## src/rtl/calc_display_pkg.sv

```systemverilog
// Shared display constants, FSM state encoding and digit formatting for the result path.
// Latency: n/a (declarations and a pure combinational helper).
// Backpressure: n/a.
package calc_display_pkg;

  localparam logic [3:0] DIGIT_MINUS = 4'hA;
  localparam logic [3:0] DIGIT_BLANK = 4'hF;

  localparam int DISP_MAX_POS = 9999;
  localparam int DISP_MIN_NEG = -999;

  typedef enum logic [1:0] {IDLE, LOAD, SHIFT, FORMAT} state_t;

  // Turn a 4-nibble BCD magnitude into display codes: blank leading zeros
  // above digit1 and put the minus sign just left of the leading numeral.
  function automatic logic [15:0] format_digits(input logic [15:0] bcd,
                                                input logic        neg,
                                                input logic        ovf);
    logic [15:0] out;
    int          msd;
    out = bcd;
    msd = 0;
    if (ovf) begin
      out = {4{DIGIT_MINUS}};
    end else begin
      for (int i = 1; i < 4; i++) begin
        if (bcd[4*i +: 4] != 4'd0) msd = i;
      end
      for (int j = 1; j < 4; j++) begin
        if (j > msd) begin
          out[4*j +: 4] = (neg && (j == msd + 1)) ? DIGIT_MINUS : DIGIT_BLANK;
        end
      end
    end
    return out;
  endfunction

endpackage

```

## src/rtl/bcd_add3.sv

```systemverilog
// Double-dabble nibble corrector: adds 3 to a BCD nibble of 5 or more.
// Latency: combinational.
// Backpressure: none.
// Ports: nib_i - BCD nibble before the shift; nib_o - corrected nibble.
module bcd_add3 (
  input  logic [3:0] nib_i,
  output logic [3:0] nib_o
);

  always_comb begin
    nib_o = (nib_i >= 4'd5) ? (nib_i + 4'd3) : nib_i;
  end

endmodule

```

## src/rtl/result_to_digits.sv

```systemverilog
// Signed binary result to four seven-segment digit codes via double-dabble.
// Latency: WIDTH+2 cycles from accepted start to updated digits; one conversion per WIDTH+3 cycles.
// Backpressure: start is only sampled in IDLE; starts while busy are dropped, not queued.
// Ports: clk/reset (async, active-high); start/value request; digit1 (right) .. digit4 (left)
//        held display codes; busy while converting; done one-cycle pulse; overflow level.
module result_to_digits
  import calc_display_pkg::*;
#(
  parameter int WIDTH = 16
) (
  input  logic             clk,
  input  logic             reset,
  input  logic             start,
  input  logic [WIDTH-1:0] value,
  output logic [3:0]       digit1,
  output logic [3:0]       digit2,
  output logic [3:0]       digit3,
  output logic [3:0]       digit4,
  output logic             busy,
  output logic             done,
  output logic             overflow
);

  localparam int               CW        = $clog2(WIDTH + 1);
  localparam logic [CW-1:0]    CNT_LAST  = CW'(WIDTH - 1);
  localparam logic [CW-1:0]    CNT_ONE   = CW'(1);
  localparam logic [WIDTH-1:0] MAG_ONE   = WIDTH'(1);
  localparam logic [WIDTH-1:0] POS_LIMIT = WIDTH'(DISP_MAX_POS);
  localparam logic [WIDTH-1:0] NEG_LIMIT = WIDTH'(-DISP_MIN_NEG);
  localparam logic [15:0]      DISP_RST  = {DIGIT_BLANK, DIGIT_BLANK, DIGIT_BLANK, 4'd0};

  state_t           state_q, state_d;
  logic [WIDTH-1:0] value_q, value_d;
  logic [WIDTH-1:0] mag_q, mag_d, mag_abs;
  logic             neg_q, neg_d;
  logic             ovf_q, ovf_d;
  logic [15:0]      bcd_q, bcd_d, bcd_adj;
  logic [CW-1:0]    cnt_q, cnt_d;
  logic [15:0]      disp_q, disp_d;
  logic             done_q, done_d;
  logic             overflow_q, overflow_d;

  for (genvar g = 0; g < 4; g++) begin : g_add3
    bcd_add3 u_add3 (
      .nib_i (bcd_q[4*g +: 4]),
      .nib_o (bcd_adj[4*g +: 4])
    );
  end

  // Two's-complement magnitude; the most negative input maps to 2^(WIDTH-1) unsigned.
  assign mag_abs = value_q[WIDTH-1] ? (~value_q + MAG_ONE) : value_q;

  // State register
  always_ff @(posedge clk or posedge reset) begin
    if (reset) begin
      state_q <= IDLE;
    end else begin
      state_q <= state_d;
    end
  end

  // Next-state logic
  always_comb begin
    state_d = state_q;
    case (state_q)
      IDLE:    if (start) state_d = LOAD;
      LOAD:    state_d = SHIFT;
      SHIFT:   if (cnt_q == CNT_LAST) state_d = FORMAT;
      FORMAT:  state_d = IDLE;
      default: state_d = IDLE;
    endcase
  end

  // Datapath and registered outputs
  always_comb begin
    value_d    = value_q;
    mag_d      = mag_q;
    neg_d      = neg_q;
    ovf_d      = ovf_q;
    bcd_d      = bcd_q;
    cnt_d      = cnt_q;
    disp_d     = disp_q;
    overflow_d = overflow_q;
    done_d     = 1'b0;
    case (state_q)
      IDLE: begin
        if (start) value_d = value;
      end
      LOAD: begin
        neg_d = value_q[WIDTH-1];
        mag_d = mag_abs;
        ovf_d = value_q[WIDTH-1] ? (mag_abs > NEG_LIMIT) : (mag_abs > POS_LIMIT);
        bcd_d = '0;
        cnt_d = '0;
      end
      SHIFT: begin
        // Bits carried out of the top BCD nibble only exist for out-of-range results.
        bcd_d = (bcd_adj << 1) | {15'd0, mag_q[WIDTH-1]};
        mag_d = mag_q << 1;
        cnt_d = cnt_q + CNT_ONE;
      end
      FORMAT: begin
        disp_d     = format_digits(bcd_q, neg_q, ovf_q);
        overflow_d = ovf_q;
        done_d     = 1'b1;
      end
      default: ;
    endcase
  end

  always_ff @(posedge clk or posedge reset) begin
    if (reset) begin
      value_q    <= '0;
      mag_q      <= '0;
      neg_q      <= 1'b0;
      ovf_q      <= 1'b0;
      bcd_q      <= '0;
      cnt_q      <= '0;
      disp_q     <= DISP_RST;
      done_q     <= 1'b0;
      overflow_q <= 1'b0;
    end else begin
      value_q    <= value_d;
      mag_q      <= mag_d;
      neg_q      <= neg_d;
      ovf_q      <= ovf_d;
      bcd_q      <= bcd_d;
      cnt_q      <= cnt_d;
      disp_q     <= disp_d;
      done_q     <= done_d;
      overflow_q <= overflow_d;
    end
  end

  // Output logic
  always_comb begin
    busy     = (state_q != IDLE);
    done     = done_q;
    overflow = overflow_q;
    digit1   = disp_q[3:0];
    digit2   = disp_q[7:4];
    digit3   = disp_q[11:8];
    digit4   = disp_q[15:12];
  end

endmodule

```

## config.mk

```make
export PLATFORM = sky130hd
export DESIGN_NAME = result_to_digits
export DESIGN_NICKNAME = d
export VERILOG_FILES = /design/src/rtl/calc_display_pkg.sv /design/src/rtl/bcd_add3.sv /design/src/rtl/result_to_digits.sv
export SDC_FILE = /design/constraint.sdc
export NUM_CORES = 1
export LEC_CHECK = 0
export CELL_PAD_IN_SITES_DETAIL_PLACEMENT = 0
export CELL_PAD_IN_SITES_GLOBAL_PLACEMENT = 1
export CORE_UTILIZATION = 48
export DETAILED_ROUTE_END_ITERATION = 16
export GPL_TIMING_DRIVEN = 0
export PLACE_DENSITY_LB_ADDON = 0.1
export SYNTH_ARGS = -nofsm -noshare
export SYNTH_HDL_FRONTEND = slang
export SYNTH_SLANG_ARGS = --single-unit
```

## constraint.sdc

```tcl
create_clock -name clk -period 4.3 [get_ports clk]
set_clock_uncertainty 0.1 [all_clocks]
set_input_delay 1.29 -clock clk [delete_from_list [all_inputs] [get_ports clk]]
set_output_delay 1.29 -clock clk [all_outputs]
set_load 0.005 [all_outputs]
```

Yosys cells after proc, flatten, opt, wreduce, memory -nomap -nowiden. Cells that the tools add are included.

Logic and storage cells: 74. Output and inout port bits: 19. Register bits after elaboration: 75. Bits of input ports: 19.

Order comparisons: 9. Reduce and logical (&&, ||, !) cells: 11. Mux-type cells: 26. Add/sub/neg operators: 7. Equality and inequality tests: 9. Bitwise operators: 2.

Operator list (count): 32-bit 2-to-1 mux (4); 3-bit by 32-bit == test with 1-bit output, first input constant (2); 3-bit by 32-bit greater-than comparator with 1-bit output, first input constant (2); 16-bit one-hot mux with 2 select lines (2); 32-bit by 2-bit adder with 32-bit output, second input constant (1); 2-bit by 32-bit == test with 1-bit output, first input constant (1); 2-bit by 32-bit greater-than comparator with 1-bit output, first input constant (1); 4-bit 2-to-1 mux (7); 16-bit by 1-bit adder with 16-bit output, second input constant (1); 4-bit by 3-bit greater-or-equal comparator with 1-bit output, second input constant (4); 16-bit by 10-bit greater-than comparator with 1-bit output, second input constant (1); 16-bit by 14-bit greater-than comparator with 1-bit output, second input constant (1); 16-bit 2-to-1 mux (1); 16-bit inverter (1); 16-bit by 1-bit bitwise OR with 16-bit output (1); 4-bit by 2-bit adder with 4-bit output, second input constant (3); 12-bit 2-to-1 mux (1); 3-bit 2-to-1 mux (4); 4-bit nonzero test (3); 5-bit one-hot mux with 2 select lines (1); 2-bit one-hot mux with 4 select lines (1); 5-bit by 1-bit adder with 5-bit output, second input constant (1); 5-bit by 4-bit == test with 1-bit output, second input constant (1); 2-bit == test, second input constant (2); other kinds (9) (17).

Longest topological paths before layout. Gate-level depths: netlist of the first run.

Depth in word-level cells: 12. Mapped depth: 8. Mapped depth without buffers: 8.

Modules after synthesis. A second synthesis of the first run with hierarchy kept.

Cell total of the unflattened synthesis: 464. Area, all modules: 4261.6 um2.

Modules (own cells, without submodules): result_to_digits (area an instance 3856.2 um2, instances 1, cells an instance 400, seq. area each 1891.8 um2); bcd_add3 (area an instance 101.3 um2, instances 4, cells an instance 16, seq. area each 0.0 um2).

Worst setup path before layout of the first run. No wires, ideal clock.

Path kind: input -> register. Start point: input port start. End point: register value_q[0]. Arrival time: 2.187 ns. Required time: 4.075 ns. Library setup time: 0.125 ns. Path slack: 1.889 ns. Cell stages on the path: 3. Buffers on the path: 1. Path through: nand2_1 clkbuf_1 mux2_2.

Word-level cells in the longest chain between the ends: 1.

Ends and longest elaborated chain: start: declaration (RTL line result_to_digits.sv:13) `input logic start,`; 2-bit AND reduction (no source line); end signal: assignment (RTL line result_to_digits.sv:123) `value_q <= value_d;`; end: declaration (RTL line result_to_digits.sv:33) `logic [WIDTH-1:0] value_q, value_d;`.

Every way passes these cells. A chain may end at the register's enable or synchronous reset.

Final worst setup path of the first run.
Start point: register state_q[0]. End point: output port busy.

Word-level cells in the longest chain between the ends: 1.

Ends and longest elaborated chain: start: declaration (RTL line result_to_digits.sv:32) `state_t state_q, state_d;`; start signal: assignment (RTL line result_to_digits.sv:58) `state_q <= state_d;`; 2-bit nonzero test (RTL line result_to_digits.sv:137) `busy = (state_q != IDLE);`; end: declaration (RTL line result_to_digits.sv:19) `output logic busy,`.

Every way passes these cells.

==> results of run 1 <==
==> state kept, by name, indices dropped and copies added, names as in the netlist <==
signal / flops
bcd_q: 16
disp_q: 16
mag_q: 16
value_q: 16
cnt_q: 5
state_q: 2
done: 1
neg_q: 1
overflow: 1
ovf_q: 1
==> worst paths after layout <==
path	from	end	slack, ns
setup reg to reg	value_q[5]	mag_q[15]	1.71
hold / removal	disp_q[14]	disp_q[14]	0.38
hold reg to reg	disp_q[14]	disp_q[14]	0.38
max in group asynchronous	reset	disp_q[5]	2.28
setup / recovery	state_q[0]	busy	1.29
min in group asynchronous	reset	mag_q[13]	1.20
==> metrics by stage <==
| stage | util [%] | setup slack [ns] | instances | cell area [um2] | hold slack [ns] |
|---|---|---|---|---|---|
| 3_5_place_dp | 57.3 | 1.26 | 536 | 4520 | 0.371 |
| 2_1_floorplan | - | 1.02 | 396 | 3990 | 0.344 |
| 6_report | 60.2 | 1.29 | 552 | 4750 | 0.381 |
| 5_1_grt | 60.2 | 1.20 | 552 | 4750 | 0.395 |
| 3_3_place_gp | 56.9 | -0.282 | 535 | 4490 | 0.364 |
| 4_1_cts | 60.2 | 1.27 | 552 | 4750 | 0.383 |
==> area by class of cell <==
class,count,area (um2)
fill,695,3140
sequential,75,1890
multi-input combinational,267,1890
timing repair buffer,38,398
clock buffer,11,141
inverter,35,134
tap,102,128
clock inverter,5,85.1
buffer,19,81.3
==> cell usage in the layout (no fill, tap or decap), drive strengths merged, types with 2 or more instances in the layout <==
cell type and n:
nor4 3, nand4 2, nor3 7, nand2 29
and3 2, inv 34, o221ai 2, bufinv 2
o22ai 19, xor2 6, mux2 31, a21o 2
nand2b 6, nor2 26, mux2i 2, clkinv 3
clkdlybuf4s50 37, dfrtp 63, a31oi 2, buf 5
nor4b 2, nor2b 4, nor3b 4, a21oi 22
xnor2 12, and2 2, o211ai 3, dfstp 12
o31ai 7, ha 17, o32a 5, a32o 3
nand3 7, clkbuf 26, o21ai 26
==> critical path: stages (launching register included) <==
cell and delay (ns):
dfrtp_1 0.40, inv_1 0.10, ha_1 0.22, inv_1 0.07, clkdlybuf4s50_1 0.49
==> per-layer routing <==
layer  track usage [%]  vias to the layer above
met5                 0                        -
met4              9.36                        0
met3              2.68                       11
met2              36.4                       39
met1              26.8                     1501
li1                  -                     1506
==> power groups by stage <==
stage | clock (mW) | sequential [mW] | combinational [mW]
after global placement | 0 | 1.15 | 1.50
final | 0.619 | 1.15 | 1.52
after global routing | 0.664 | 1.18 | 1.70
after floorplan | 0 | 1.12 | 1.13
after CTS | 0.637 | 1.15 | 1.53
after detailed placement | 0 | 1.16 | 1.53
==> logic make-up after synthesis <==
| logic type | count (synthesis) | share of synthesized area, % |
|---|---|---|
| and+or+nand+nor | 100 | 12.4 |
| AOI/OAI and AO/OA | 99 | 16.2 |
| DFF | 75 | 47.4 |
| buffers and inverters | 54 | 5.33 |
| muxes | 33 | 9.34 |
| xor gates and xnor gates | 18 | 3.95 |
| adders and majority gates | 17 | 5.33 |
==> flow_metrics.env, run 1 <==
export IMPL_fin_setup_tns_ns=0
export IMPL_max_cap_violations=0
export IMPL_crit_fanout=4
export IMPL_worst_pin_slew_ns=0.948
export IMPL_grt_max_degree=45
export IMPL_syn_area_mm2=0.00399
export IMPL_grt_pass1_vias=3085
export IMPL_drv_slew=0
export IMPL_crit_arrival_ns=1.62
export IMPL_required_ns=2.91
export IMPL_p_comb_share_pct=46.2
export IMPL_yosysMostFrequentCell="dfrtp_1"
export IMPL_critPathKind="register to output pin"
export IMPL_syn_area_per_cell_um2=10.1
export IMPL_ios=38
export IMPL_p_sw_mw=1.26
export IMPL_async_reset_ff_share_pct=100
export IMPL_num_nets_final=481
export IMPL_relSlewSlack_pct=36.2
export IMPL_dp_hpwl_um=6050
export IMPL_rows=32
export IMPL_max_freq_mhz=332
export IMPL_numPortBuffers=37
export IMPL_ant_nets=0
export IMPL_grt_util_all_layers_pct=21.2
export IMPL_insertion_delay_ns=0.35
export IMPL_min_path_type="register to register"
export IMPL_end_kind="output pin"
export IMPL_clk_pin_slew_worst_paths_ns=0.08
export IMPL_post_route_period_util_pct=70.0
export IMPL_synthToLayoutAreaGrowth_pct=18.9
export IMPL_drive_gt1_share_pct=15.1
export IMPL_synth_cells=396
export IMPL_top_layer_used="met4"
export IMPL_p_total_mw=3.28
export IMPL_period_minus_slack_ns=3.01
export IMPL_antenna_found_initial=0
export IMPL_hold_buffers=0
export IMPL_yosysWarnings=0
export IMPL_r2r_cells=5
export IMPL_gp_congestion=0.844
export IMPL_dieHeight_um=93.2
export IMPL_dieWidth_um=93.2
export IMPL_hold_viol_final=0
export IMPL_synth_cells_most_frequent="63 x dfrtp_1, 33 x inv_1, 30 x mux2_2"
export IMPL_met2WireLength_um=4100
export IMPL_hold_path_depth=2
export IMPL_yosysTopAreaCell="dfrtp_1"
export IMPL_diodes=0
export IMPL_drt_pass1_iterations=4
export IMPL_vias=3057
export IMPL_htreeDepth=3
export IMPL_worstSetupStartpointType="register"
export IMPL_pwr_share_clk_pct=18.9
export IMPL_internal_power_mw=2.02
export IMPL_seqPwrFrac_pct=34.9
export IMPL_routed_wl_um=8250
export IMPL_synth_edf_count=0
export IMPL_postCtsSetupRepairBufs=0
export IMPL_p_sw_share_pct=38.5
export IMPL_synth_seq_area_share_pct=47.4
export IMPL_status="complete, no violations"
export IMPL_ir_worst_vdd_uv=397
export IMPL_synth_seq_cells=75
export IMPL_start_util_pct=50.6
export IMPL_setup_viol=0
export IMPL_ctsResizeCount=0
export IMPL_avgRoutedWirePerCell_um=15.0
export IMPL_cts_buffer_depth=2
export IMPL_wl_met3_um=166
export IMPL_coreArea_mm2=0.00789
export IMPL_root_buffer="clkbuf_8"
export IMPL_clkSinkCount=75
export IMPL_wl_met1_um=3820
export IMPL_cts_buffers=9
export IMPL_synth_area_leaders="dfrtp_1 39%, mux2_2 8.5%, dfstp_2 7.9%"
export IMPL_grt_overflow_total=0
export IMPL_die_area_mm2=0.00869
export IMPL_viasPerCell=5.54
export IMPL_synthDistinctLibCells=51
export IMPL_ys_flop_type="dfrtp_1"
export IMPL_synth_top_area_share_pct=39.5
export IMPL_drt_initial_drc_count=138
export IMPL_cts_tree="built"
export IMPL_synth_nets=432
export IMPL_drc=0
export IMPL_power_per_cell_area_mw_per_mm2=691
export IMPL_p_leak_nw=1.94
export IMPL_grt_pass1_wl_um=14400
export IMPL_rsz0062_at_grt="no"
Note: power is estimated with default switching activity, not from simulation.
==> run 2: changes to the inputs <==
Settings changed: CORE_UTILIZATION 48 to 41.
Clock period 4.3 ns to 2.65 ns, I/O delays scaled along.
==> run 2 against run 1 <==
Largest power group unchanged. Setup slack worse by 1.2 ns. Hold slack got worse by 0.011 ns. Core utilization shrank 9.0 points. Non-clock buffer count up 1. Sequential share of layout area is 0.26 points lower. Clock power increased by 42%. Highest routed layer unchanged. Register-to-register slack got worse by 1.4 ns. Sequential cell count did not move. Total power up 59%. Critical endpoint unchanged. Sequential power increased by 62%. Count of clock-buffer cells in the layout decreased by 2.
==> flow_metrics.env, run 2 (synthesis gave the netlist of run 1 again) <==
export IMPL_status="complete, no violations"
export IMPL_clkSinkCount=75
export IMPL_drv_slew=0
export IMPL_regToRegSetupSlack_ns=0.33
export IMPL_worstSetupStartpointType="register"
export IMPL_viasPerCell=5.23
export IMPL_diodes=0
export IMPL_coreArea_mm2=0.00933
export IMPL_crit_arrival_ns=1.65
export IMPL_max_freq_mhz=394
export IMPL_final_cell_mix="63 x dfrtp_1, 37 x clkdlybuf4s50_1, 32 x inv_1, 30 x mux2_2, 29 x nand2_1"
export IMPL_regToRegStartpoint="bcd_q[12]"
export IMPL_grt_util_all_layers_pct=18.7
export IMPL_avgRoutedWirePerCell_um=14.9
export IMPL_dp_hpwl_um=6450
export IMPL_timing_rr_end="disp_q[4]"
export IMPL_p_total_mw=5.21
export IMPL_die_area_mm2=0.0101
export IMPL_critPathKind="register to output pin"
export IMPL_insertion_delay_ns=0.35
export IMPL_relSlewSlack_pct=60.4
export IMPL_gp_congestion=0.789
export IMPL_drt_pass1_iterations=4
export IMPL_cts_tree="built"
export IMPL_finish_instance_area_mm2=0.00478
export IMPL_cp_endpoint="busy"
export IMPL_cts_buffer_depth=2
export IMPL_final_core_util_pct=51.2
export IMPL_rows=35
export IMPL_use_met1_pct=23.5
export IMPL_grtUsageMet2_pct=32.7
export IMPL_power_per_cell_area_mw_per_mm2=1090
export IMPL_grt_pass1_wl_um=14700
export IMPL_drt_initial_drc_count=120
export IMPL_period_minus_slack_ns=2.54
export IMPL_fin_hold_ws_ns=0.370
export IMPL_vias=3031
export IMPL_grt_max_degree=32
export IMPL_place_area_mm2=0.00457
export IMPL_htreeDepth=3
export IMPL_cts_buffers=9
export IMPL_drc=0
export IMPL_routed_wl_um=8630
export IMPL_dieWidth_um=101
export IMPL_top_usage_layer="met2"
export IMPL_root_buffer="clkbuf_8"
export IMPL_drive_gt1_share_pct=16.0
export IMPL_clk_pin_slew_worst_paths_ns=0.08
export IMPL_numPortBuffers=37
export IMPL_r2r_cells=8
export IMPL_mostFrequentLayoutCell="dfrtp_1"
export IMPL_start_util_pct=42.8
export IMPL_post_route_period_util_pct=95.9
export IMPL_ios=38
export IMPL_rsz0062_at_grt="no"
export IMPL_met3_usage_pct=3.12
export IMPL_antenna_found_initial=0
export IMPL_max_cap_violations=0
export IMPL_postCtsSetupRepairBufs=0
export IMPL_hold_viol_final=0
export IMPL_crit_fanout=4
export IMPL_ant_nets=0
export IMPL_end_kind="output pin"
export IMPL_dieHeight_um=101
export IMPL_grt_overflow_total=0
export IMPL_grt_pass1_vias=2985
export IMPL_worst_pin_slew_ns=0.589
export IMPL_setup_viol=0
export IMPL_required_ns=1.76
export IMPL_min_path_type="register to register"
export IMPL_startpoint="state_q[0]"
export IMPL_num_nets_final=482
export IMPL_synthToLayoutAreaGrowth_pct=19.7
export IMPL_p_leak_nw=1.93
export IMPL_ir_worst_vdd_uv=516
[run 2: layout make-up]
cell class | instances | area, um2
plain buffers | 19 | 81.3
clock buffers | 9 | 124
clock inverters | 7 | 68.8
fillers | 929 | 4550
inverters | 35 | 135
multi-input cells | 267 | 1910
flip-flops and latches | 75 | 1890
well taps | 129 | 161
repair buffers | 39 | 410
[run 2: critical path: stages, from the launching register on]
cell,delay [ns]
dfrtp_1,0.41
inv_1,0.10
ha_1,0.22
inv_1,0.07
clkdlybuf4s50_1,0.50
[run 2: layer usage]
metal,wire length [um],vias to the layer above
li1,-,1508
met1,4010,1482
met2,4380,33
met3,152,8
met4,94,0
met5,0,-
[run 2: worst min-delay path by stage]
stage	cells after the start	to	from	slack [ns]
2_1_floorplan	1	cnt_q[3]	cnt_q[3]	0.34
3_3_place_gp	2	disp_q[6]	disp_q[6]	0.36
3_5_place_dp	2	disp_q[4]	disp_q[4]	0.36
4_1_cts	2	disp_q[4]	disp_q[4]	0.37
5_1_grt	2	disp_q[6]	disp_q[6]	0.39
6_report	2	disp_q[4]	disp_q[4]	0.37
[run 2: metrics by stage]
stage	worst slack (ns)	cells	TNS, ns
finish	0.110	580	0
global route	0.0110	580	0
CTS	0.0334	580	0
detailed placement	0.0591	564	0
global placement	-0.0626	562	-3.60
floorplan	0.508	396	0
[run 2: what timing repair did]
action                     CTS  global route
setup endpoints to repair    0             4
resized for setup            0             3
hold buffers                 0             0
[run 2: report_power, final]
part	internal (mW)	total, mW	switching (mW)	leakage (nW)
clock network	0.432	0.882	0.450	0.0950
logic	1.16	2.47	1.31	0.919
registers	1.56	1.86	0.303	0.916
total	3.15	5.21	2.06	1.93
==> run 3: changes to the inputs <==
Settings changed: TNS_END_PERCENT from default to 20.
==> results of run 3 <==
The final DEF is identical to that of run 2; final timing and power are the same.
